===== src/rtl/instruction_fetch.sv =====
// Instruction fetch unit: issues one program-memory read at a time, holds the
// returned instruction for decode, and handles redirects, misalignment and timeouts.
module instruction_fetch #(
    parameter int MAX_WAIT = 255
) (
    input  logic        clk,
    input  logic        clr,
    input  logic        en,
    input  logic [31:0] pc,
    output logic        pc_ld,
    output logic        pc_inc,
    output logic [31:0] pc_d,
    input  logic        redirect,
    input  logic [31:0] redirect_addr,
    output logic        imem_req,
    output logic [31:0] imem_addr,
    input  logic        imem_rvalid,
    input  logic [31:0] imem_rdata,
    output logic        instr_valid,
    input  logic        instr_ready,
    output logic [31:0] instr,
    output logic [31:0] instr_pc,
    output logic        fault
);

    typedef enum logic [1:0] {
        IDLE  = 2'd0,
        FETCH = 2'd1,
        HOLD  = 2'd2,
        FAULT = 2'd3
    } state_t;

    localparam int CW = (MAX_WAIT > 1) ? $clog2(MAX_WAIT + 1) : 1;
    localparam logic [CW-1:0] WAIT_LAST = CW'(MAX_WAIT - 1);

    state_t        state_r,       state_s;
    logic          imem_req_r,    imem_req_s;
    logic [31:0]   imem_addr_r,   imem_addr_s;
    logic          instr_valid_r, instr_valid_s;
    logic [31:0]   instr_r,       instr_s;
    logic [31:0]   instr_pc_r,    instr_pc_s;
    logic          fault_r,       fault_s;
    logic          pc_ld_r,       pc_ld_s;
    logic          pc_inc_r,      pc_inc_s;
    logic [31:0]   pc_d_r,        pc_d_s;
    logic [CW-1:0] wait_cnt_r,    wait_cnt_s;
    logic          discard_r,     discard_s;

    // Next-state and next-output computation for every registered signal.
    always_comb begin
        state_s       = state_r;
        imem_req_s    = imem_req_r;
        imem_addr_s   = imem_addr_r;
        instr_valid_s = instr_valid_r;
        instr_s       = instr_r;
        instr_pc_s    = instr_pc_r;
        fault_s       = fault_r;
        pc_inc_s      = 1'b0;
        wait_cnt_s    = wait_cnt_r;
        discard_s     = discard_r;

        // A redirect overrides everything else this cycle, whatever the state.
        if (redirect) begin
            pc_ld_s       = 1'b1;
            pc_d_s        = redirect_addr;
            instr_valid_s = 1'b0;
            fault_s       = 1'b0;
        end else begin
            pc_ld_s = 1'b0;
            pc_d_s  = 32'd0;
        end

        case (state_r)
            IDLE: begin
                if (redirect) begin
                    state_s = IDLE;
                end else if (en && (pc[1:0] == 2'b00)) begin
                    state_s     = FETCH;
                    imem_req_s  = 1'b1;
                    imem_addr_s = pc;
                    wait_cnt_s  = '0;
                    discard_s   = 1'b0;
                end else if (en) begin
                    state_s = FAULT;
                    fault_s = 1'b1;
                end else begin
                    state_s = IDLE;
                end
            end
            FETCH: begin
                if (imem_rvalid) begin
                    imem_req_s = 1'b0;
                    wait_cnt_s = '0;
                    discard_s  = 1'b0;
                    // Data answering a redirected request is dropped without a PC step.
                    if (!redirect && !discard_r) begin
                        state_s       = HOLD;
                        instr_s       = imem_rdata;
                        instr_pc_s    = imem_addr_r;
                        instr_valid_s = 1'b1;
                        pc_ld_s       = 1'b1;
                        pc_inc_s      = 1'b1;
                        pc_d_s        = imem_addr_r;
                    end else begin
                        state_s = IDLE;
                    end
                end else if (redirect) begin
                    discard_s = 1'b1;
                    if (wait_cnt_r == WAIT_LAST) begin
                        wait_cnt_s = wait_cnt_r;
                    end else begin
                        wait_cnt_s = wait_cnt_r + CW'(1);
                    end
                end else if (wait_cnt_r == WAIT_LAST) begin
                    state_s    = FAULT;
                    fault_s    = 1'b1;
                    imem_req_s = 1'b0;
                    wait_cnt_s = '0;
                    discard_s  = 1'b0;
                end else begin
                    wait_cnt_s = wait_cnt_r + CW'(1);
                end
            end
            HOLD: begin
                if (redirect) begin
                    state_s = IDLE;
                end else if (instr_ready) begin
                    state_s       = IDLE;
                    instr_valid_s = 1'b0;
                end else begin
                    state_s = HOLD;
                end
            end
            FAULT: begin
                if (redirect) begin
                    state_s = IDLE;
                end else begin
                    state_s = FAULT;
                end
            end
            default: begin
                state_s    = IDLE;
                imem_req_s = 1'b0;
            end
        endcase
    end

    // State and output registers with synchronous clear.
    always_ff @(posedge clk) begin
        if (clr) begin
            state_r       <= IDLE;
            imem_req_r    <= 1'b0;
            imem_addr_r   <= 32'd0;
            instr_valid_r <= 1'b0;
            instr_r       <= 32'd0;
            instr_pc_r    <= 32'd0;
            fault_r       <= 1'b0;
            pc_ld_r       <= 1'b0;
            pc_inc_r      <= 1'b0;
            pc_d_r        <= 32'd0;
            wait_cnt_r    <= '0;
            discard_r     <= 1'b0;
        end else begin
            state_r       <= state_s;
            imem_req_r    <= imem_req_s;
            imem_addr_r   <= imem_addr_s;
            instr_valid_r <= instr_valid_s;
            instr_r       <= instr_s;
            instr_pc_r    <= instr_pc_s;
            fault_r       <= fault_s;
            pc_ld_r       <= pc_ld_s;
            pc_inc_r      <= pc_inc_s;
            pc_d_r        <= pc_d_s;
            wait_cnt_r    <= wait_cnt_s;
            discard_r     <= discard_s;
        end
    end

    assign pc_ld       = pc_ld_r;
    assign pc_inc      = pc_inc_r;
    assign pc_d        = pc_d_r;
    assign imem_req    = imem_req_r;
    assign imem_addr   = imem_addr_r;
    assign instr_valid = instr_valid_r;
    assign instr       = instr_r;
    assign instr_pc    = instr_pc_r;
    assign fault       = fault_r;

endmodule


===== config.mk =====
export PLATFORM = sky130hd
export DESIGN_NAME = instruction_fetch
export DESIGN_NICKNAME = d
export VERILOG_FILES = /design/src/rtl/instruction_fetch.sv
export SDC_FILE = /design/constraint.sdc
export NUM_CORES = 1
export LEC_CHECK = 0
export ABC_AREA = 1
export CAP_MARGIN = 15
export CORE_MARGIN = 5
export CORE_UTILIZATION = 37
export DETAILED_ROUTE_END_ITERATION = 8
export MAX_ROUTING_LAYER = met4
export PLACE_DENSITY = 0.74
export SKIP_CTS_REPAIR_TIMING = 1
export SLEW_MARGIN = 30
export SYNTH_ARGS = -nofsm -noshare
export SYNTH_HDL_FRONTEND = slang
export SYNTH_SLANG_ARGS = --single-unit

===== constraint.sdc =====
create_clock -name clk -period 1.5 [get_ports clk]
set_input_delay 0.15 -clock clk [delete_from_list [all_inputs] [get_ports clk]]
set_output_delay 0.15 -clock clk [all_outputs]
set_load 0.02 [all_outputs]

After elaboration in Yosys (flattened, before gate mapping):

Index checks and enable logic that the tools add are counted.

* flip-flop bits (word level): 144
* input bits: 102
* output and inout bits: 133
* logic and storage cells: 92

* $add $sub $neg: 1
* equality and inequality tests: 10
* mux-type cells: 52
* bitwise gates (word level): 3
* reductions and logical operators: 14

Operators with widths (count)
* $mux W32: 4
* $mux W8: 6
* $mux W1: 26
* $mux W2: 10
* $pmux W8 S2: 1
* $add A8 B1 Y8 const B: 1
* $eq A8 B8 Y1 const B: 1
* $ne A4 B4 Y1 const B: 2
* $pmux W1 S2: 4
* $pmux W2 S4: 1
* $reduce_and A4 Y1: 2
* $ne A3 B3 Y1 const B: 2
* $reduce_and A3 Y1: 2
* $reduce_and A5 Y1: 1
* $eq A2 B2 Y1 const B: 2
* $logic_not A2 Y1: 2
* $ne A2 B2 Y1 const B: 2
* $not A1 Y1: 3
* $reduce_or A3 Y1: 1
* $eq A2 B1 Y1 const B: 1
* $logic_and A1 B1 Y1: 2
* $logic_not A1 Y1: 2
* $reduce_and A2 Y1: 1
* $reduce_bool A2 Y1: 1

Longest topological paths before layout:

* depth after elaboration: 5
* gate-level depth with buffers: 11
* depth with buffers taken out: 11

Worst setup path before layout:

Ideal clock, no wire load.

* kind: reg-to-reg
* start: register state_r[1]
* end: register instr_pc_r[1], in the netlist instr_pc[1]
* setup time: 70 ps
* data arrival time: 1386 ps
* required time: 1430 ps
* slack: 43 ps
* cell stages (with the launch flop): 9
* buffers on the path: 1
* clock period less this slack: 1457 ps
* cells stage by stage: dfxtp_1 inv_1 ha_1 nand3_2 nor2_4 inv_2 clkbuf_1 nand2_1 a21oi_2

* longest elaborated chain between the ends: 2

RTL lines
* start, declared: line 36 `state_t state_r, state_s;`
* start signal, assigned: line 164 `state_r <= state_s;`
* $eq A2 B1 Y1: line 73 `case (state_r)`
* $reduce_and A3 Y1 (no line)
* end signal, assigned: line 169 `instr_pc_r <= instr_pc_s;`
* end, declared: line 41 `logic [31:0] instr_pc_r, instr_pc_s;`

No other way between the ends.
A chain may end at the register's enable or synchronous reset.

Worst setup path in the final report:

* start: register state_r[1]
* end: register instr_pc_r[21], in the netlist instr_pc[21]

The elaborated chain is that of the path after synthesis.

==> flow_metrics.env <==
export IMPL_grt_max_degree=71
export IMPL_clk_pin_slew_ns=0.06
export IMPL_grt_pass1_wl_um=26700
export IMPL_wl_per_cell_um=18.1
export IMPL_critPathBufInv=4
export IMPL_die_y_um=130
export IMPL_slowest_stage="dfxtp_2"
export IMPL_routed_wl_um=20500
export IMPL_powerDensity_nw_per_um2=948
export IMPL_period_needed_ns=1.59
export IMPL_vias=5520
export IMPL_antenna_found_initial=0
export IMPL_worstPathMaxFanout=7
export IMPL_reg2reg_slack_ns=-0.09
export IMPL_min_delay_path_depth=3
export IMPL_area_growth_pct=92.4
export IMPL_worstPathArrival_ns=1.95
export IMPL_power_mw=9.76
export IMPL_h_tree_depth=4
export IMPL_final_cells=1130
export IMPL_syn_inst=658
export IMPL_cts_buffer_depth=2
export IMPL_gp_congestion=0.846
export IMPL_yosysWarnings=0
export IMPL_groute_usage_overall_pct=21.1
export IMPL_initial_utilization_pct=37.2
export IMPL_setup_viol=86
export IMPL_dieArea_um2=17000
export IMPL_core_um2=14400
export IMPL_period_share_pct=106
export IMPL_hold_path_class="primary input to flop"
export IMPL_place_inst=1081
export IMPL_die_w_um=130
export IMPL_required_ns=1.85
export IMPL_remaining_drc_errors=0
export IMPL_row_count=44
export IMPL_max_stage_delay_ns=0.33
export IMPL_tightest_slew_ns=0.486
export IMPL_crit_path_end_kind="flop"
export IMPL_cap_violations=0
export IMPL_ys_ff_latch=144
export IMPL_ys_seq_area_share_pct=53.9
export IMPL_ant_nets=0
export IMPL_synth_cell_type_count=29
export IMPL_n_fill_cell=963
export IMPL_crit_path_start_kind="flop"
export IMPL_reg2reg_depth=9
export IMPL_io_pins=235
export IMPL_fin_nets=1042
export IMPL_critical_path_cell_chain="inv_4 > ha_4 > nand3_4 > nor2_4 > buf_6 > buf_12 > clkbuf_16 > nand2_2 > a21oi_2"
export IMPL_rsz0062_at_grt="yes"
export IMPL_leakagePower_nw=6.29
export IMPL_cts_tree="built"
export IMPL_drive_above_1_share_pct=30.3
export IMPL_slew_violations=0
export IMPL_grt_ovfl_total=0
export IMPL_cp_depth=9
export IMPL_worstSetupPathType="flop to flop"
export IMPL_routed_via_density=4.88
export IMPL_max_freq_ghz=0.627
export IMPL_status="finished with violations"
export IMPL_slew_headroom_pct=67.6
export IMPL_drtPass1Iterations=4
export IMPL_port_buffers=234
export IMPL_cts_root_buf="clkbuf_16"
export IMPL_syn_area_um2=5350
export IMPL_hpwl_um=12600
export IMPL_cts_sinks=144
export IMPL_clock_skew_ns=0.00940
export IMPL_cts_made_buffers=17
export IMPL_cp_top_family="buffers and inverters"
export IMPL_drt_iter0_drc=233
export IMPL_syn_num_nets=767
export IMPL_violations="negative setup slack"
export IMPL_diodes=0
export IMPL_insertion_delay_ns=0.42
export IMPL_irDropWorstVdd_v=0.000965
export IMPL_grt_pass1_vias=5191
export IMPL_finalHoldViolCount=0
export IMPL_syn_avg_cell_area_um2=8.13
export IMPL_fin_ws_ns=-0.0946
==> logic make-up after synthesis <==
family / share of synthesized area, %
simple gates: 23.8
flops: 53.9
fa+ha+maj: 1.64
compound gates: 14.8
buf+inv: 5.92
==> stage by stage <==
stage	area (um^2)	TNS [ns]	setup WS [ns]	utilization, %	hold slack [ns]
2_1_floorplan	5350	0	0.0434	-	0.285
3_3_place_gp	8150	-2.43	-0.0647	56.7	0.446
3_5_place_dp	8150	-4.79	-0.0983	56.7	0.452
4_1_cts	8770	-10.01	-0.173	61.0	0.151
5_1_grt	10300	-10.45	-0.198	71.7	0.177
6_report	10300	-2.93	-0.0946	71.7	0.176
==> path summary, 6_finish.rpt <==
check / to / startpoint
min: pc_inc / redirect
min reg2reg: instr_pc[8] / instr_pc[8]
max reg2reg: instr_pc[21] / state_r[1]
max: instr_pc[21] / state_r[1]
==> where the power goes <==
group,switching [mW],internal [mW]
sequential,0.0763,3.94
combinational,0.651,0.678
clock,1.71,2.71
total,2.43,7.32
==> per-layer routing <==
layer / global-route usage [%] / part of all wire, % / vias to the layer above
met5: - / 0 / -
met4: 7.58 / 2.3 / 0
met3: 9.74 / 8.7 / 30
met2: 33.3 / 52 / 202
met1: 23.5 / 37 / 2614
li1: - / - / 2674
==> placed cells by master, fill, tap and decap left out, drive strengths merged, types with 4 or more instances in the layout <==
master         count
nand2            129
clkbuf            26
nand3             15
nor2             145
clkinv             4
ha                 7
dfxtp            144
clkinvlp           5
a21oi             72
dlymetal6s2s     132
o21ai             67
nand4              4
inv               26
nor3               4
buf               57
clkdlybuf4s50    100
==> worst min-delay path, delay by kind of cell <==
family / cells / cell delay, ns
AND/OR/NAND/NOR: 1 / 0.07
buffers and inverters: 2 / 0.31
==> registers in the layout, summed over array words and instances (netlist names), 2 cells and up <==
register and cells:
pc_d 32, state_r 2, imem_addr 32, wait_cnt_r 8
instr_pc 32, instr 32
==> cell type report <==
type                            instances  area [um^2]  share of cell area, %
Clock buffer                           20          457                   4.44
Clock inverter                         12          159                   1.54
Inverter                               26          105                   1.02
Multi-Input combinational cell        449         2960                   28.8
Sequential cell                       144         2890                   28.0
Tap cell                              184          230                   2.24
Timing Repair Buffer                  295         3500                   34.0
==> synthesized netlist by cell type (all sizes together) <==
cell type,instances,area [um^2]
nor3,4,20.0
clkbuf,22,83.8
nand3b,2,15.0
o2111a,1,11.3
or2,1,8.76
nand4,4,25.0
buf,17,135
nor2,145,572
inv,26,97.6
nand3,15,90.1
ha,7,87.6
nand2,129,542
o21bai,1,7.51
a21oi,72,432
a31oi,1,6.26
dfxtp,144,2880
o21ai,67,335
Power figures use the tool's default switching activity.
